$ cat src/rtl/reorder_buffer.sv
// Reorder buffer for the Tomasulo core.
// - Holds issued instructions in a circular buffer and retires them in program order, one per cycle.
// - Captures results from the ALU and LSB broadcast buses.
// - Answers operand-tag queries from the decoder, including a same-cycle bus bypass.
// - Flushes everything when a branch at the head turns out to be mispredicted.
module reorder_buffer #(
  parameter int ROB_SIZE       = 8,
  parameter int ROB_SIZE_WIDTH = 3
) (
  input  logic                      clk,
  input  logic                      rst,
  input  logic                      rdy,
  input  logic                      issue_valid,
  input  logic [6:0]                issue_type,
  input  logic [4:0]                issue_rd,
  input  logic [31:0]               issue_pc,
  input  logic [31:0]               issue_target,
  input  logic                      issue_pred,
  output logic [ROB_SIZE_WIDTH-1:0] issue_rob_id,
  output logic                      rob_full,
  input  logic [ROB_SIZE_WIDTH-1:0] query_id1,
  input  logic [ROB_SIZE_WIDTH-1:0] query_id2,
  output logic                      query_rdy1,
  output logic                      query_rdy2,
  output logic [31:0]               query_val1,
  output logic [31:0]               query_val2,
  input  logic                      rs_ready,
  input  logic [ROB_SIZE_WIDTH-1:0] rs_rob_id,
  input  logic [31:0]               rs_value,
  input  logic                      lsb_ready,
  input  logic [ROB_SIZE_WIDTH-1:0] lsb_rob_id,
  input  logic [31:0]               lsb_value,
  output logic                      commit_valid,
  output logic [4:0]                commit_rd,
  output logic [31:0]               commit_value,
  output logic [ROB_SIZE_WIDTH-1:0] commit_rob_id,
  output logic                      store_commit,
  output logic                      rob_clear,
  output logic [31:0]               redirect_pc
);

  localparam int         W         = ROB_SIZE_WIDTH;
  localparam logic [6:0] OP_BRANCH = 7'b1100011;
  localparam logic [6:0] OP_STORE  = 7'b0100011;
  localparam logic [W:0] CNT_FULL  = (W+1)'(ROB_SIZE - 1);
  localparam logic [W:0] CNT_MAX   = (W+1)'(ROB_SIZE);

  // Per-entry control flags (reset) and payload (not reset)
  logic [ROB_SIZE-1:0] busy_q;
  logic [ROB_SIZE-1:0] ready_q;
  logic [ROB_SIZE-1:0] pred_q;
  logic [6:0]          type_q   [ROB_SIZE];
  logic [4:0]          rd_q     [ROB_SIZE];
  logic [31:0]         pc_q     [ROB_SIZE];
  logic [31:0]         target_q [ROB_SIZE];
  logic [31:0]         value_q  [ROB_SIZE];

  logic [W-1:0] head_q;
  logic [W-1:0] tail_q;
  logic [W:0]   count_q;
  logic [W:0]   count_d;

  logic do_commit;
  logic do_issue;
  logic head_is_branch;
  logic head_is_store;
  logic head_taken;
  logic mispredict;
  logic rs_wb;
  logic lsb_wb;

  // Operand lookup: a live bus result beats the stored entry.
  // A non-ready or free entry reads as not ready with value 0.
  function automatic logic [32:0] lookup(
    input logic [W-1:0] id,
    input logic         ent_ok,
    input logic [31:0]  ent_val,
    input logic         rs_v,
    input logic [W-1:0] rs_id,
    input logic [31:0]  rs_val,
    input logic         lsb_v,
    input logic [W-1:0] lsb_id,
    input logic [31:0]  lsb_val
  );
    logic [32:0] r;
    if (rs_v && rs_id == id)        r = {1'b1, rs_val};
    else if (lsb_v && lsb_id == id) r = {1'b1, lsb_val};
    else if (ent_ok)                r = {1'b1, ent_val};
    else                            r = '0;
    return r;
  endfunction

  assign issue_rob_id = tail_q;
  assign rob_full     = (count_q >= CNT_FULL);

  // Decode this cycle's commit, flush, issue and writeback decisions
  always_comb begin
    head_is_branch = (type_q[head_q] == OP_BRANCH);
    head_is_store  = (type_q[head_q] == OP_STORE);
    head_taken     = value_q[head_q][0];
    do_commit      = rdy && busy_q[head_q] && ready_q[head_q];
    mispredict     = do_commit && head_is_branch && (head_taken != pred_q[head_q]);
    do_issue       = rdy && issue_valid && !mispredict && (count_q != CNT_MAX);
    rs_wb          = rdy && rs_ready  && busy_q[rs_rob_id]  && !mispredict;
    lsb_wb         = rdy && lsb_ready && busy_q[lsb_rob_id] && !mispredict;
    count_d        = count_q + (W+1)'(do_issue) - (W+1)'(do_commit);
  end

  // Combinational operand queries for both decoder ports
  always_comb begin
    {query_rdy1, query_val1} = lookup(query_id1, busy_q[query_id1] & ready_q[query_id1],
                                      value_q[query_id1], rs_ready, rs_rob_id, rs_value,
                                      lsb_ready, lsb_rob_id, lsb_value);
    {query_rdy2, query_val2} = lookup(query_id2, busy_q[query_id2] & ready_q[query_id2],
                                      value_q[query_id2], rs_ready, rs_rob_id, rs_value,
                                      lsb_ready, lsb_rob_id, lsb_value);
  end

  // Control state and commit outputs.
  // A mispredict flush empties the buffer on the same edge that retires the branch.
  always_ff @(posedge clk) begin
    if (rst) begin
      busy_q        <= '0;
      ready_q       <= '0;
      head_q        <= '0;
      tail_q        <= '0;
      count_q       <= '0;
      commit_valid  <= 1'b0;
      store_commit  <= 1'b0;
      rob_clear     <= 1'b0;
      commit_rd     <= '0;
      commit_value  <= '0;
      commit_rob_id <= '0;
      redirect_pc   <= '0;
    end else if (rdy) begin
      commit_valid <= 1'b0;
      store_commit <= 1'b0;
      rob_clear    <= 1'b0;
      if (mispredict) begin
        busy_q  <= '0;
        ready_q <= '0;
        head_q  <= '0;
        tail_q  <= '0;
        count_q <= '0;
      end else begin
        if (rs_wb)  ready_q[rs_rob_id]  <= 1'b1;
        if (lsb_wb) ready_q[lsb_rob_id] <= 1'b1;
        if (do_commit) begin
          busy_q[head_q]  <= 1'b0;
          ready_q[head_q] <= 1'b0;
          head_q          <= head_q + 1'b1;
        end
        if (do_issue) begin
          busy_q[tail_q]  <= 1'b1;
          ready_q[tail_q] <= (issue_type == OP_STORE);
          tail_q          <= tail_q + 1'b1;
        end
        count_q <= count_d;
      end
      if (do_commit) begin
        commit_valid  <= 1'b1;
        commit_rd     <= (head_is_branch || head_is_store) ? 5'd0 : rd_q[head_q];
        commit_value  <= value_q[head_q];
        commit_rob_id <= head_q;
        store_commit  <= head_is_store;
      end
      if (mispredict) begin
        rob_clear   <= 1'b1;
        redirect_pc <= head_taken ? target_q[head_q] : pc_q[head_q] + 32'd4;
      end
    end else begin
      commit_valid <= 1'b0;
      store_commit <= 1'b0;
      rob_clear    <= 1'b0;
    end
  end

  // Entry payload: written at issue and on result capture
  always_ff @(posedge clk) begin
    if (do_issue) begin
      type_q[tail_q]   <= issue_type;
      rd_q[tail_q]     <= issue_rd;
      pc_q[tail_q]     <= issue_pc;
      target_q[tail_q] <= issue_target;
      pred_q[tail_q]   <= issue_pred;
    end
    if (rs_wb)  value_q[rs_rob_id]  <= rs_value;
    if (lsb_wb) value_q[lsb_rob_id] <= lsb_value;
  end

endmodule

$ cat config.mk
export PLATFORM = sky130hd
export DESIGN_NAME = reorder_buffer
export DESIGN_NICKNAME = d
export VERILOG_FILES = /design/src/rtl/reorder_buffer.sv
export SDC_FILE = /design/constraint.sdc
export NUM_CORES = 1
export LEC_CHECK = 0
export CAP_MARGIN = 20
export CORE_MARGIN = 3
export CORE_UTILIZATION = 45
export DETAILED_ROUTE_END_ITERATION = 8
export SYNTH_ARGS = -nofsm -noshare
export SYNTH_HDL_FRONTEND = slang
export SYNTH_SLANG_ARGS = --single-unit
$ cat constraint.sdc
create_clock -name clk -period 11.8 [get_ports clk]
set_input_delay 1.77 -clock clk [delete_from_list [all_inputs] [get_ports clk]]
set_output_delay 1.77 -clock clk [all_outputs]
set_load 0.02 [all_outputs]
==> results_dict.tcl, run 1 <==
set metrics [dict create \
    status "finished clean" \
    sw_frac_of_total 0.220 \
    fin_nets 3186 \
    ioPinCount 304 \
    vias_per_cell 6.10 \
    grt_pass1_wl_mm 191 \
    slew_violations 0 \
    totalWireLength_mm 130 \
    pwr-share-comb 0.070 \
    synth-seq-cells 976 \
    post_cts_resized 0 \
    synth_top_area_frac 0.564 \
    ant_nets 0 \
    max_stage_delay_ns 0.71 \
    power_density_nw_per_um2 141 \
    clk_pin_slew_ns 0.06 \
    crit_fanout 46 \
    port_buffers 303 \
    synth.most_common_cell "edfxtp_1" \
    area_delta_synth_final_pct 16.4 \
    start_util 0.455 \
    clkPwrFrac 0.430 \
    synth_cell_type_count 69 \
    die_area_um2 107000 \
    reg2reg_slack_ns 6.37 \
    hold_path_end "commit_rob_id[1]" \
    layout.cells.non_filler 4486 \
    die_y_um 327 \
    max-vdd-ir-drop_mv 0.128 \
    crit_required_ns 10.03 \
    fin_tns_setup_ns 0 \
    finalCritPeriodShare 0.594 \
    min_from "commit_rob_id[1]" \
    crit_arrival_ns 5.24 \
    min_path_cells 2 \
    rows 117 \
    hold_violations 0 \
    synthCells 2822 \
    setup_viol 0 \
    first_iter_violations 2631 \
    yosysWarnings 0 \
    synth_edf_count 872 \
    antenna_found_initial 13 \
    n_fill_cell 8206 \
    critical_path_class "in2out" \
    finClkSkew_ns 0.0558 \
    cts_buffers 102 \
    synth_flop_cell "edfxtp_1" \
    chipWidth_um 327 \
    ys_seq_area_frac 0.609 \
    drc 0 \
    rsz0062_at_grt "false" \
    synthTopCellsByArea "edfxtp_1 56%, mux4_2 17%, mux2_2 6.2%" \
    r2r-start "head_q[0]" \
    coreArea_um2 102000 \
    crit_top_cell "buf_4" \
    syn_nets 2991 \
    grt_use_total 0.242 \
    firstDrtPassIters 5 \
    leakage_nw 16.5 \
    drive_above_1_share 0.276 \
    synthTopCellsByCount "872 x edfxtp_1, 343 x mux4_2, 257 x mux2_2" \
    tightestPinTransition_ns 1.34 \
    postCtsSetupBuffers 0 \
    async_flop_share 0 \
    period_needed_ns 7.01 \
    grt_pass1_vias 28300 \
    dpl.hpwl_mm 77.5 \
    path_cells "buf_4 > buf_4 > mux4_2 > nor2_1 > a31oi_4 > buf_4 > nor3_1 > a21oi_1 > a21oi_1 > clkdlybuf4s50_1" \
    wire_per_inst_um 29.0 \
    internal_power_mw 5.94 \
    vias 27400 \
    hold_buffers 0 \
    seqPwrFrac 0.500 \
    clk_latency_ns 0.71 \
    syn_area_per_cell_um2 16.4 \
    grt.overflow.total 0 \
    clk_path_buf_depth 3 \
    p_switching_mw 1.68 \
    place_congestion 0.821 \
    min_path_type "reg2reg" \
    slowest_stage "buf_4" \
    grt_max_degree 128 \
    clock.fmax_ghz 0.143 \
    dp_cells 4281 \
    tritoncts "built" \
    critPathCaptureType "output pin" \
    syn-cell-area_um2 46400 \
    cts_num_sinks 976 \
    htreeDepth 3 \
    timing.rr.end "pc_q[0][6]" \
    drv_cap 0 \
    r2r_cells 9 \
    worst_slew_margin_rel 0.109 \
    yosysTopAreaCell "edfxtp_1" \
    root_buffer "clkbuf_16" \
    start_kind "primary input" \
]
-- worst max-delay path, delay by kind of cell --
kind	cells	cell delay, ns
buffers and inverters	4	2.21
and+or+nand+nor	2	0.46
muxes	1	0.39
AOI/OAI and AO/OA	3	0.30
-- power by group through the flow --
stage	logic [mW]	registers, mW	clock network [mW]
4_1_cts	0.535	3.81	3.35
3_5_place_dp	0.533	3.88	0
3_3_place_gp	0.522	3.88	0
5_1_grt	0.568	3.81	3.49
6_report	0.532	3.81	3.28
2_1_floorplan	0.307	3.88	0
-- layer usage --
layer | track usage | share of wire
met1 | 0.311 | 0.39
met2 | 0.414 | 0.51
met3 | 0.0519 | 0.074
met4 | 0.0727 | 0.026
met5 | 0 | 0.00063
-- layout by cell type (no fill, tap or decap), drive strengths merged, types with 62 or more instances in the layout --
cell type,Yosys,layout
edfxtp,872,872
mux4,343,343
clkdlybuf4s50,0,296
mux2,267,267
a21oi,176,176
nor2,174,174
mux2i,162,162
clkbuf,110,137
dfxtp,104,104
nor3,99,99
nand2,64,64
buf,157,62
-- flip-flops by register name (all words and copies together) (netlist names), named ones only --
name	cells
head_q	3
commit_rob_id	3
type_q	56
issue_rob_id	3
busy_q	8
pred_q	8
pc_q	256
value_q	256
count_q	4
rd_q	40
redirect_pc	32
target_q	256
commit_rd	5
ready_q	8
store_commit	1
commit_value	32
rob_clear	1
commit_valid	1
-- through the flow --
stage,power (mW),hold slack [ns],instance area [um2],worst slack (ns),utilization
6_report,7.62,0.456,54000,4.79,0.529
5_1_grt,7.87,0.474,54000,4.47,0.529
3_3_place_gp,4.40,0.439,50500,4.73,0.495
2_1_floorplan,4.19,0.463,46400,4.07,-
4_1_cts,7.69,0.459,54000,4.69,0.529
3_5_place_dp,4.41,0.449,50500,4.70,0.495
-- layout make-up --
cell class | count | area, um2 | area share
Inverter | 17 | 63.8 | 0.00118
Clock inverter | 56 | 672 | 0.0124
Antenna cell | 12 | 30.0 | 0.000556
Multi-Input combinational cell | 1562 | 17000 | 0.315
Clock buffer | 137 | 2780 | 0.0516
Timing Repair Buffer | 358 | 3460 | 0.0640
Sequential cell | 976 | 28300 | 0.524
Tap cell | 1368 | 1710 | 0.0317
-- how the worst max path moves through the flow --
stage | slack (ns) | cells past startpoint | end | from
final | 4.79 | 10 | query_val2[18] | query_id2[0]
after global routing | 4.47 | 10 | query_val2[6] | query_id2[0]
after CTS | 4.69 | 10 | query_val2[6] | query_id2[0]
after detailed placement | 4.70 | 10 | query_val2[6] | query_id2[0]
after global placement | 4.73 | 10 | query_val2[5] | query_id2[0]
after floorplan | 4.07 | 9 | ready_q[3] | rdy
-- kinds of logic (layout without fill, tap and decap cells) --
logic type | count (synthesis) | after routing | share of synthesized area
buf+inv | 284 | 568 | 0.0279
simple gates | 457 | 457 | 0.0499
flops | 976 | 976 | 0.609
compound gates | 281 | 281 | 0.0359
xor+xnor | 42 | 42 | 0.00793
mux | 772 | 772 | 0.266
fa+ha+maj | 10 | 10 | 0.00286
other cells | 0 | 12 | 0
(Power assumes the default switching activity.)
==> run 2, diff against run 1 <==
clock period = 6.9 ns   (was 11.8 ns; I/O delays follow)
==> results_dict.tcl, run 2 (same netlist as run 1, synthesis figures left out) <==
set metrics [dict create \
    status "finished clean" \
    setup_viol 0 \
    start_util 0.455 \
    drc 0 \
    hold_violations 0 \
    layout_commonest_cell "edfxtp_1" \
    rsz0062_at_grt "false" \
    cts_num_sinks 976 \
    rows 117 \
    cts_buffers 102 \
    max_stage_delay_ns 0.94 \
    hold_path_end "redirect_pc[30]" \
    slowest_stage "a31oi_4" \
    min_path_type "reg2reg" \
    finish.utilization 0.529 \
    post-place-ws_ns 1.57 \
    final_cell_mix "872 x edfxtp_1, 343 x mux4_2, 296 x clkdlybuf4s50_1" \
    ant_nets 0 \
    clock.fmax_ghz 0.189 \
    hold_buffers 0 \
    layout.cells.non_filler 4490 \
    finClkSkew_ns 0.0368 \
    crit_required_ns 5.86 \
    coreArea_um2 102000 \
    drive_above_1_share 0.280 \
    ioPinCount 304 \
    reg2reg_slack_ns 1.72 \
    grt.overflow.total 0 \
    reg.largest.list "pc_q x256, target_q x256, value_q x256" \
    grt_max_degree 133 \
    clk_latency_ns 0.68 \
    path_cells "buf_4 > nor2_1 > a311o_1 > a31oi_4 > buf_4 > nor3_1 > a21oi_1 > a21oi_1 > clkdlybuf4s50_1" \
    finalPower_mw 12.9 \
    vias 27500 \
    leakage_nw 16.5 \
    place_congestion 0.840 \
    drv_cap 0 \
    crit_arrival_ns 4.26 \
    grt_pass1_wl_mm 194 \
    fin_tns_setup_ns 0 \
    max-vdd-ir-drop_mv 0.214 \
    postCtsSetupBuffers 0 \
    chipWidth_um 327 \
    vias_per_cell 6.12 \
    port_buffers 303 \
    timing.rr.end "type_q[5][1]" \
    post_cts_resized 0 \
    clk_pin_slew_ns 0.06 \
    min_from "redirect_pc[30]" \
    min_path_cells 2 \
    seq_area_um2 28300 \
    crit_fanout 32 \
    critPathCaptureType "output pin" \
    root_buffer "clkbuf_16" \
    first_iter_violations 2722 \
    totalWireLength_mm 133 \
    fin_nets 3193 \
    firstDrtPassIters 5 \
    die_y_um 327 \
    finalCritPeriodShare 0.767 \
    n_fill_cell 8338 \
    critical_path_class "in2out" \
    slew_violations 0 \
    grt_pass1_vias 28400 \
    area_delta_synth_final_pct 16.4 \
    setup_ws_ns 1.61 \
    start_kind "primary input" \
    htreeDepth 3 \
    tritoncts "built" \
    wire_per_inst_um 29.6 \
    tightestPinTransition_ns 1.18 \
    power_density_nw_per_um2 240 \
    r2r_cells 7 \
    dpl.hpwl_mm 79.7 \
    clk_path_buf_depth 3 \
    worst_slew_margin_rel 0.214 \
    multiInputGateArea_um2 17000 \
    grt_use_total 0.247 \
    antenna_found_initial 17 \
    die_area_um2 107000 \
    period_needed_ns 5.29 \
    dp_cells 4288 \
]
[run 2: changes by cell type in the layout (fill, tap and decap cells not counted), moves of 3 or more]
| cell | before | now |
|---|---|---|
| clkinvlp_4 | 2 | 6 |
| clkinv_1 | 17 | 10 |
| bufinv_16 | 11 | 7 |
| clkbuf_16 | 102 | 105 |
| buf_4 | 55 | 60 |
| clkinv_2 | 16 | 19 |
[run 2: power by group]
group / internal, mW / total, mW / switching, mW
combinational: 0.405 / 0.920 / 0.514
sequential: 6.49 / 6.51 / 0.0219
clock: 3.19 / 5.50 / 2.31
total: 10.1 / 12.9 / 2.85
[run 2: worst max path at each step]
stage,slack (ns),end,startpoint
5_1_grt,1.45,query_val2[19],query_id2[0]
6_report,1.61,query_val2[15],query_id2[0]
4_1_cts,1.60,query_val2[15],query_id2[0]
3_3_place_gp,1.62,pc_q[4][5],flop
2_1_floorplan,0.68,ready_q[1],rdy
3_5_place_dp,1.57,count_q[3],rdy
[run 2: per-layer routing]
| layer | vias up | GRT usage | wire length, um |
|---|---|---|---|
| li1 | 11800 | - | - |
| met1 | 14300 | 0.317 | 52100 |
| met2 | 1088 | 0.424 | 67300 |
| met3 | 237 | 0.0517 | 9750 |
| met4 | 14 | 0.0745 | 3630 |
| met5 | - | 0 | 85 |
[run 2: final cells by class]
type	instances	area share
antenna	13	0.000602
clock buffer	140	0.0533
clock inverter	49	0.00938
inverter	17	0.00118
multi-input combinational	1562	0.315
sequential	976	0.524
tap	1368	0.0317
timing repair buffer	365	0.0654
[run 2: critical path, delay by kind of cell]
family	cells	cell delay, ns
buffers and inverters	3	1.44
and+or+nand+nor	2	0.21
AOI/OAI and AO/OA	4	1.53
[run 2: per-stage QoR]
| step | cell area [um2] | hold slack, ns |
|---|---|---|
| after global placement | 50600 | 0.450 |
| after CTS | 54000 | 0.457 |
| after global routing | 54000 | 0.484 |
| final | 54000 | 0.454 |
| after floorplan | 46400 | 0.463 |
| after detailed placement | 50600 | 0.448 |
